--- src/rtl/axi_burst_writer.sv ---
// Single-outstanding AXI write master: one (address, length) request plus a beat stream in, AW/W/B out.
// Define AXI_WR_OVERLAP_EN to run the AW and W channels concurrently instead of AW strictly first.
module axi_burst_writer #(
   parameter int unsigned ID_WIDTH   = 8,
   parameter int unsigned ADDR_WIDTH = 33,
   parameter int unsigned DATA_WIDTH = 256,
   parameter int unsigned WR_ID      = 0
) (
   input  logic                    clk,
   input  logic                    rst,
   input  logic [ADDR_WIDTH-1:0]   wr_addr_in,
   input  logic [7:0]              wr_len_in,
   input  logic                    wr_info_valid_in,
   output logic                    wr_info_rdy_out,
   input  logic [DATA_WIDTH-1:0]   wr_data_in,
   input  logic                    wr_data_valid_in,
   output logic                    wr_data_rdy_out,
   output logic                    wr_done_out,
   output logic                    wr_err_out,
   input  logic                    axi_awready_in,
   output logic [ID_WIDTH-1:0]     axi_awid_out,
   output logic [ADDR_WIDTH-1:0]   axi_awaddr_out,
   output logic [7:0]              axi_awlen_out,
   output logic                    axi_awvalid_out,
   input  logic                    axi_wready_in,
   output logic [DATA_WIDTH-1:0]   axi_wdata_out,
   output logic [DATA_WIDTH/8-1:0] axi_wstrb_out,
   output logic                    axi_wlast_out,
   output logic                    axi_wvalid_out,
   input  logic [ID_WIDTH-1:0]     axi_bid_in,
   input  logic [1:0]              axi_bresp_in,
   input  logic                    axi_bvalid_in,
   output logic                    axi_bready_out
);

   localparam int unsigned LEN_W  = 8;
   localparam int unsigned OFS_W  = 5;
   localparam int unsigned STRB_W = DATA_WIDTH / 8;

`ifdef AXI_WR_OVERLAP_EN
   typedef enum logic [1:0] {IDLE = 2'd0, ADDR_DATA = 2'd1, RESP = 2'd2} state_t;
`else
   typedef enum logic [1:0] {IDLE = 2'd0, ADDR = 2'd1, DATA = 2'd2, RESP = 2'd3} state_t;
`endif

   state_t                state_q, state_d;
   logic [ADDR_WIDTH-1:0] addr_q;
   logic [LEN_W-1:0]      len_q;
   logic [LEN_W-1:0]      cnt_q;
   logic                  info_rdy_q;
   logic                  awvalid_q;
   logic                  bready_q;
   logic                  done_q;
   logic                  err_q;

   logic info_hs, aw_hs, w_active, w_hs, last_beat, last_hs, b_hs;

   // Response ID and the sub-beat address bits carry no information for this master.
   logic unused_inputs;
   assign unused_inputs = ^{axi_bid_in, wr_addr_in[OFS_W-1:0]};

   assign info_hs   = info_rdy_q & wr_info_valid_in;
   assign aw_hs     = awvalid_q & axi_awready_in;
   assign w_hs      = w_active & wr_data_valid_in & axi_wready_in;
   assign last_beat = (cnt_q == len_q);
   assign last_hs   = w_hs & last_beat;
   assign b_hs      = bready_q & axi_bvalid_in;

`ifdef AXI_WR_OVERLAP_EN
   logic aw_done_q, w_done_q;

   assign w_active = (state_q == ADDR_DATA) && !w_done_q;

   // Completion flags for the two concurrent channels; cleared when a new request is taken.
   always_ff @(posedge clk) begin
      if (rst) begin
         aw_done_q <= 1'b0;
         w_done_q  <= 1'b0;
      end else if (info_hs) begin
         aw_done_q <= 1'b0;
         w_done_q  <= 1'b0;
      end else begin
         if (aw_hs)   aw_done_q <= 1'b1;
         if (last_hs) w_done_q  <= 1'b1;
      end
   end
`else
   assign w_active = (state_q == DATA);
`endif

   // Next-state logic.
   always_comb begin
      state_d = state_q;
      case (state_q)
`ifdef AXI_WR_OVERLAP_EN
         IDLE:      if (info_hs) state_d = ADDR_DATA;
         ADDR_DATA: if ((aw_done_q || aw_hs) && (w_done_q || last_hs)) state_d = RESP;
`else
         IDLE:      if (info_hs) state_d = ADDR;
         ADDR:      if (aw_hs)   state_d = DATA;
         DATA:      if (last_hs) state_d = RESP;
`endif
         RESP:      if (b_hs)    state_d = IDLE;
         default:   state_d = IDLE;
      endcase
   end

   always_ff @(posedge clk) begin
      if (rst) begin
         state_q    <= IDLE;
         addr_q     <= '0;
         len_q      <= '0;
         cnt_q      <= '0;
         info_rdy_q <= 1'b0;
         awvalid_q  <= 1'b0;
         bready_q   <= 1'b0;
         done_q     <= 1'b0;
         err_q      <= 1'b0;
      end else begin
         state_q    <= state_d;
         info_rdy_q <= (state_d == IDLE);
         bready_q   <= (state_d == RESP);
         done_q     <= b_hs;
         err_q      <= b_hs && (axi_bresp_in != 2'b00);
         if (info_hs) begin
            addr_q    <= {wr_addr_in[ADDR_WIDTH-1:OFS_W], OFS_W'(0)};
            len_q     <= wr_len_in;
            cnt_q     <= '0;
            awvalid_q <= 1'b1;
         end else if (aw_hs) begin
            awvalid_q <= 1'b0;
         end
         // Counter parks at the final beat index so a 256-beat burst never wraps.
         if (w_hs && !last_beat) cnt_q <= cnt_q + LEN_W'(1);
      end
   end

   assign wr_info_rdy_out = info_rdy_q;
   assign wr_done_out     = done_q;
   assign wr_err_out      = err_q;
   assign axi_awid_out    = ID_WIDTH'(WR_ID);
   assign axi_awaddr_out  = addr_q;
   assign axi_awlen_out   = len_q;
   assign axi_awvalid_out = awvalid_q;
   assign axi_bready_out  = bready_q;

   // W channel is a gated pass-through of the client stream.
   assign axi_wdata_out   = w_active ? wr_data_in : '0;
   assign axi_wvalid_out  = w_active & wr_data_valid_in;
   assign wr_data_rdy_out = w_active & axi_wready_in;
   assign axi_wlast_out   = w_active & last_beat;
   assign axi_wstrb_out   = {STRB_W{1'b1}};

endmodule

--- config.mk ---
export PLATFORM = sky130hd
export DESIGN_NAME = axi_burst_writer
export DESIGN_NICKNAME = d
export VERILOG_FILES = /design/src/rtl/axi_burst_writer.sv
export SDC_FILE = /design/constraint.sdc
export NUM_CORES = 1
export LEC_CHECK = 0
export ABC_AREA = 1
export CAP_MARGIN = 5
export CORE_AREA = 2 2 258 260
export CTS_CLUSTER_SIZE = 20
export DETAILED_ROUTE_END_ITERATION = 10
export DIE_AREA = 0 0 260 262
export HOLD_SLACK_MARGIN = 0.06
export SETUP_SLACK_MARGIN = 0.4
export SLEW_MARGIN = 20
export SYNTH_ARGS = -nofsm -noshare
export SYNTH_HDL_FRONTEND = slang
export SYNTH_SLANG_ARGS = --single-unit
--- constraint.sdc ---
create_clock -name clk -period 1.8 [get_ports clk]
set_input_delay 0.27 -clock clk [delete_from_list [all_inputs] [get_ports clk]]
set_output_delay 0.27 -clock clk [all_outputs]
set_load 0.02 [all_outputs]
Word-level counts from Yosys, hierarchy flattened
Cells that the tools add are included.
{"block": "classes", "reduce_logical": 8, "bitwise_logic": 8, "n_addsub": 1, "muxes": 10, "eq_ne": 5}
{"cell": "$mux 256", "count": 1}
{"cell": "$mux 8", "count": 2}
{"cell": "$add 8x1->8 const B", "count": 1}
{"cell": "$and 1x1->1", "count": 8}
{"cell": "$eq 8x8->1", "count": 1}
{"cell": "$mux 2", "count": 4}
{"cell": "$pmux 2 s4", "count": 1}
{"cell": "$eq 2x2->1 const B", "count": 3}
{"cell": "$reduce_bool 2->1", "count": 3}
{"cell": "$logic_not 2->1", "count": 2}
{"cell": "$eq 2x1->1 const B", "count": 1}
{"cell": "$logic_and 1x1->1", "count": 2}
{"cell": "$mux 1", "count": 2}
{"cell": "$logic_not 1->1", "count": 1}
{"block": "word_totals", "inputBits": 314, "reg_bits": 51, "wordCells": 41, "out_inout_bits": 345}

Logic depth before layout (Yosys ltp)
Gate-level depths: netlist of the first run.
{"block": "logic_depth", "word_depth": 7, "mapped_depth": 9, "ltp_nobuf": 9}

Worst setup path after synthesis of the first run
Ideal clock, no wire load.
{"block": "synth_path", "kind": "register to output", "from": "register len_q[0], in the netlist axi_awlen_out[0]", "to": "output axi_wlast_out", "arrival_time_ns": 1.244, "n_path_buf": 0, "path_stages_with_launch": 6, "required_ns": 1.530, "path_slack_ns": 0.286, "path_cell_list": "dfxtp_1 xnor2_1 nand2_1 nor2_4 nand2_4 nor2_1"}
{"block": "synth_via", "elab_chain_cells": 2}
{"element": "start, declared", "line_no": "48", "rtl": "logic [LEN_W-1:0] len_q;"}
{"element": "start signal, assigned", "line_no": "127", "rtl": "len_q <= wr_len_in;"}
{"element": "$eq 8x8->1", "line_no": "65", "rtl": "assign last_beat = (cnt_q == len_q);"}
{"element": "$and 1x1->1", "line_no": "151", "rtl": "assign axi_wlast_out = w_active & last_beat;"}
{"element": "end, declared", "line_no": "28", "rtl": "output logic axi_wlast_out,"}
Every way passes these cells.

Worst setup path after layout of the first run
{"block": "layout_path", "from": "register state_q[0]", "to": "output axi_wdata_out[171]"}
{"block": "layout_via", "elab_chain_cells": 2}
{"element": "start, declared", "line_no": "46", "rtl": "state_t state_q, state_d;"}
{"element": "start signal, assigned", "line_no": "120", "rtl": "state_q <= state_d;"}
{"element": "$eq 2x2->1", "line_no": "88", "rtl": "assign w_active = (state_q == DATA);"}
{"element": "$mux 256", "line_no": "148", "rtl": "assign axi_wdata_out = w_active ? wr_data_in : '0;"}
{"element": "end, declared", "line_no": "26", "rtl": "output logic [DATA_WIDTH-1:0] axi_wdata_out,"}
Every way passes these cells.

==> impl_metrics.json, run 1 <==
{
  "status": "finished, violations left",
  "violations": "setup timing",
  "stdcell_area_sq_um": 14000,
  "viasPerCell": 3.12,
  "r2r_start": "state_q[0]",
  "cts_tree": "built",
  "rsz0062_at_grt": "true",
  "grt_usage_pct": 14.0,
  "worst_slack_ns": -0.0937,
  "crit_fanout": 32,
  "ant_nets": 0,
  "numCtsBuffers": 5,
  "hold_buffers": 0,
  "place.gp.congestion": 0.799,
  "synthCells": 865,
  "ys_seq_area_share_pct": 22.3,
  "dp_hpwl_mm": 47.4,
  "drc": 0,
  "wire_per_inst_microns": 21.7,
  "initial_utilization_pct": 7.01,
  "syn-cell-area_sq_um": 4570,
  "min_path_type": "reg -> reg",
  "grt-ovfl-total": 0,
  "maxCapViolCount": 0,
  "worstPathArrival_ns": 1.62,
  "die_w_microns": 260,
  "num-nets-final": 1808,
  "worstSetupPathType": "reg -> out",
  "finalHoldViolCount": 0,
  "cp-start-kind": "flip-flop",
  "timing.final.crit_share_pct": 105,
  "first_iter_violations": 246,
  "grt_pass1_vias": 6830,
  "ctsRootBufferMaster": "clkbuf_16",
  "post-route-min-period_ns": 1.89,
  "antenna_found_initial": 84,
  "crit_start": "state_q[0]",
  "row_count": 94,
  "maxSlewViolCount": 0,
  "yosysWarnings": 0,
  "wl_mm": 51.8,
  "cts.sinks": 51,
  "grt_pass1_wl_mm": 62.2,
  "insertion_delay_ns": 0.31,
  "fin_util_pct": 21.5,
  "ys_types": 27,
  "setup_viol": 49,
  "die_y_microns": 262,
  "io_pins": 659,
  "core_sq_um": 65300,
  "clk_pin_slew_ns": 0.07,
  "layout-drive-gt1-share_pct": 35.1,
  "cts.path.max_buffers": 2,
  "min_from": "axi_awaddr_out[18]",
  "ys_seq_elements": 51,
  "portBuffers": 600,
  "whs_ns": 0.485,
  "htree_levels": 2,
  "fmax_ghz": 0.528,
  "grt_max_degree": 53,
  "end_kind": "primary output",
  "finClkSkew_ns": 0.0127,
  "num_vias": 7434,
  "syn_avg_cell_area_sq_um": 5.29,
  "area_growth_pct": 207,
  "powerDensity_nw_per_um2": 287,
  "cp_data_required_time_ns": 1.53,
  "ir_worst_vdd_v": 0.000472,
  "first_pass_iters": 4,
  "power.leakage_nw": 6.45,
  "placed_area_sq_um": 12400,
  "fin_tns_setup_ns": -1.03,
  "dieArea_sq_um": 68100
}
==> path summary, 6_finish.rpt <==
check                                          end  slack (ns)  depth (start not counted)
worst max-delay path            axi_wdata_out[171]       -0.09                          8
worst min-delay path            axi_awaddr_out[18]        0.49                          2
worst max register to register          state_q[0]        0.17                         12
worst min register to register  axi_awaddr_out[18]        0.49                          2
==> placed cells by master (no fill, tap or decap), drive strengths merged <==
cell | netlist | final
a31o | 1 | 1
o21a | 1 | 1
nand2 | 32 | 32
nand3 | 18 | 18
nand3b | 3 | 3
conb | 2 | 45
clkdlybuf4s15 | 0 | 3
inv | 274 | 274
ha | 1 | 1
o21bai | 1 | 1
dfxtp | 51 | 51
a21oi | 14 | 14
clkbuf | 7 | 15
diode | 0 | 23
dlygate4sd2 | 0 | 4
nor2 | 333 | 333
clkdlybuf4s50 | 0 | 341
nand4 | 1 | 1
o21ai | 41 | 41
clkinv | 0 | 1
buf | 79 | 307
clkinvlp | 0 | 1
xnor2 | 6 | 6
==> registers in the layout (all words and copies together) (netlist names) <==
name and cells:
axi_bready_out 1, axi_awaddr_out 28, axi_awvalid_out 1, wr_done_out 1, cnt_q 8, wr_err_out 1
axi_awlen_out 8, wr_info_rdy_out 1, state_q 2
==> per-stage QoR <==
stage	setup WS [ns]	std cells	power (mW)
detailed placement	-0.168	2327	2.88
global placement	-0.191	2327	2.87
global route	-0.162	2365	4.27
floorplan	0.395	908	1.90
finish	-0.0937	2381	4.03
CTS	-0.113	2337	4.00
==> power by group <==
group,switching [mW],leakage [nW],internal [mW],total [mW]
registers,0.0451,0.421,1.20,1.25
logic,0.783,5.96,0.961,1.74
clock network,0.484,0.0732,0.558,1.04
==> logic make-up (layout without fill, tap and decap cells) <==
group	after synthesis	in the layout	share of synthesized area (%)
fa+ha+maj	1	1	0.273
buf+inv	360	946	34.1
flops	51	51	22.3
compound gates	58	58	7.19
other cells	2	68	0.164
simple gates	387	387	34.8
xor+xnor	6	6	1.15
==> worst max-delay path, stage by stage (launching register included) <==
cell and delay (ns):
dfxtp_2 0.35, inv_4 0.05, nand2_8 0.07, buf_12 0.13, buf_16 0.20, buf_16 0.19
nor2_4 0.05, buf_6 0.11, buf_12 0.12
==> layout make-up <==
cell class	count	area (sq um)
sequential	51	1030
inverter	274	1040
timing repair buffer	664	7560
multi-input combinational	497	3120
antenna	23	57.6
clock inverter	2	16.3
tap	864	1080
clock buffer	6	139
fill	7316	51200
==> synthesized netlist by cell type (all sizes together) <==
cell type | number | area, sq um
nor2 | 333 | 1270
buf | 79 | 502
o21a | 1 | 7.51
a21oi | 14 | 100
a31o | 1 | 8.76
inv | 274 | 1030
clkbuf | 7 | 26.3
ha | 1 | 12.5
conb | 2 | 7.51
dfxtp | 51 | 1020
o21bai | 1 | 7.51
nand4 | 1 | 6.26
nand3b | 3 | 22.5
xnor2 | 6 | 52.6
nand2 | 32 | 154
nand3 | 18 | 135
o21ai | 41 | 205
==> routing by layer <==
layer  vias to the layer above  wire [microns]  share of wire, %  track usage [%]
met2                       399           22700                44             21.7
met1                      3243           16800                32             13.1
li1                       3576               -                 -                -
met5                         -             538               1.0                0
met4                        84            1210               2.3             3.24
met3                       132           10500                20             13.9
==> what timing repair did <==
item                       CTS  global route
buffers inserted             2            10
setup endpoints to repair  311           311
resized for setup          459           580
cloned                       0            11
pin swaps                    3             4
No activity file was read; power rests on OpenSTA's default activity.
==> run 2, diff against run 1 <==
Settings changed: GPL_TIMING_DRIVEN set to 0.
==> run 2 against run 1 <==
Effect of this change:
- the flow now finishes without violations
- core utilization is 0.75 points lower
- clock power is 11% higher
- final cell count is 2.3% higher
- sequential share of layout area increased by 0.32 points
- global-route usage up 0.77 points
- die area unchanged
- total power grew 3.7%
- clock skew decreased by 0.0070 ns
- register-to-register slack better by 0.08 ns
- final area down 3.5%
==> impl_metrics.json, run 2 (synthesis results as in run 1) <==
{
  "status": "completed",
  "dieArea_sq_um": 68100,
  "die_y_microns": 262,
  "worstSetupPathType": "reg -> out",
  "clk_pin_slew_ns": 0.07,
  "worstPathArrival_ns": 1.52,
  "placed_area_sq_um": 11800,
  "first_pass_iters": 6,
  "core_sq_um": 65300,
  "met1_length_mm": 17.0,
  "wl_met3_mm": 11.3,
  "layout-drive-gt1-share_pct": 36.7,
  "fill_cells": 7437,
  "num-nets-final": 1844,
  "powerDensity_nw_per_um2": 308,
  "post-route-min-period_ns": 1.79,
  "area_growth_pct": 196,
  "first_iter_violations": 252,
  "viasPerCell": 3.07,
  "dp_hpwl_mm": 49.5,
  "drc": 0,
  "total_power_mw": 4.18,
  "insertion_delay_ns": 0.31,
  "num_vias": 7484,
  "layout.cells.non_filler": 2435,
  "cts.sinks": 51,
  "grt_max_degree": 18,
  "rsz0062_at_grt": "true",
  "fmax_ghz": 0.559,
  "stdcell_area_sq_um": 13600,
  "tightest_slew_ns": 0.617,
  "cts_tree": "built",
  "cts.path.max_buffers": 2,
  "grt_pass1_vias": 7024,
  "wl_met2_mm": 23.4,
  "maxSlewViolCount": 0,
  "finalHoldViolCount": 0,
  "io_pins": 659,
  "wl_mm": 54.1,
  "initial_utilization_pct": 7.01,
  "final_cell_mix": "340 x clkdlybuf4s50_1, 270 x inv_1, 169 x nor2_1",
  "maxCapViolCount": 0,
  "row_count": 94,
  "regToRegSetupSlack_ns": 0.25,
  "place.gp.congestion": 0.816,
  "crit_fanout": 10,
  "largest_reg_flops": 28,
  "whs_ns": 0.337,
  "max_slew_margin_pct": 58.9,
  "grt_pass1_wl_mm": 64.9,
  "cp_data_required_time_ns": 1.53,
  "finClkSkew_ns": 0.00567,
  "setup_viol": 0,
  "ctsRootBufferMaster": "clkbuf_16",
  "grt_usage_pct": 14.8,
  "post-place-cells": 2371,
  "min_path_type": "in -> reg",
  "hold_buffers": 0,
  "wire_per_inst_microns": 22.2,
  "htree_levels": 2,
  "ant_nets": 0,
  "end_kind": "primary output",
  "ir_worst_vdd_v": 0.000572,
  "antenna_found_initial": 103,
  "timing.final.crit_share_pct": 99.4,
  "numCtsBuffers": 5,
  "portBuffers": 599,
  "cp-start-kind": "flip-flop",
  "power.leakage_nw": 6.39,
  "grt-ovfl-total": 0,
  "final_common_cell": "clkdlybuf4s50_1",
  "die_w_microns": 260,
  "highest_layer": "met5"
}
-- run 2: timing repair --
item | CTS | global route
setup endpoints to repair | 345 | 345
pin swaps | 2 | 7
gates cloned | 2 | 7
setup buffers | 5 | 1
resized for setup | 1317 | 610
-- run 2: final timing paths --
kind / from / to / cells after the start
max: state_q[1] / axi_wdata_out[213] / 5
min: rst / state_q[1] / 2
max reg2reg: state_q[1] / state_q[0] / 10
min reg2reg: axi_awaddr_out[29] / axi_awaddr_out[29] / 2
-- run 2: power breakdown --
group,total (mW),leakage (nW),switching [mW],internal (mW)
clock network,1.15,0.0807,0.491,0.663
logic,1.78,5.89,0.808,0.971
registers,1.25,0.423,0.0477,1.20
-- run 2: through the flow --
stage	setup TNS (ns)	setup slack (ns)	util, %
floorplan	0	0.395	-
global placement	-159.00	-0.759	18.1
detailed placement	-158.54	-0.775	18.1
CTS	-6.11	-0.102	18.1
global route	-2.94	-0.0515	20.6
finish	0	0.0106	20.8
-- run 2: final cells by class --
| cell class | count | area, sq um | area share, % |
|---|---|---|---|
| clock inverter | 3 | 46.3 | 0.342 |
| buffer | 86 | 855 | 6.31 |
| sequential | 51 | 1040 | 7.66 |
| antenna | 41 | 103 | 0.757 |
| tap | 864 | 1080 | 7.98 |
| clock buffer | 5 | 125 | 0.923 |
| timing repair buffer | 613 | 6130 | 45.2 |
| inverter | 274 | 1040 | 7.66 |
| multi-input combinational | 498 | 3130 | 23.1 |
-- run 2: worst max-delay path, cell delays in order (launching register included) --
cell and delay [ns]:
dfxtp_4 0.44, nand2_8 0.13, clkbuf_16 0.21, buf_6 0.15
nor2_1 0.09, buf_4 0.16
-- run 2: layer usage --
layer | global-route usage, % | vias to the layer above
met2 | 22.8 | 426
met4 | 4.55 | 72
li1 | - | 3674
met3 | 14.1 | 130
met5 | 0 | -
met1 | 13.8 | 3182
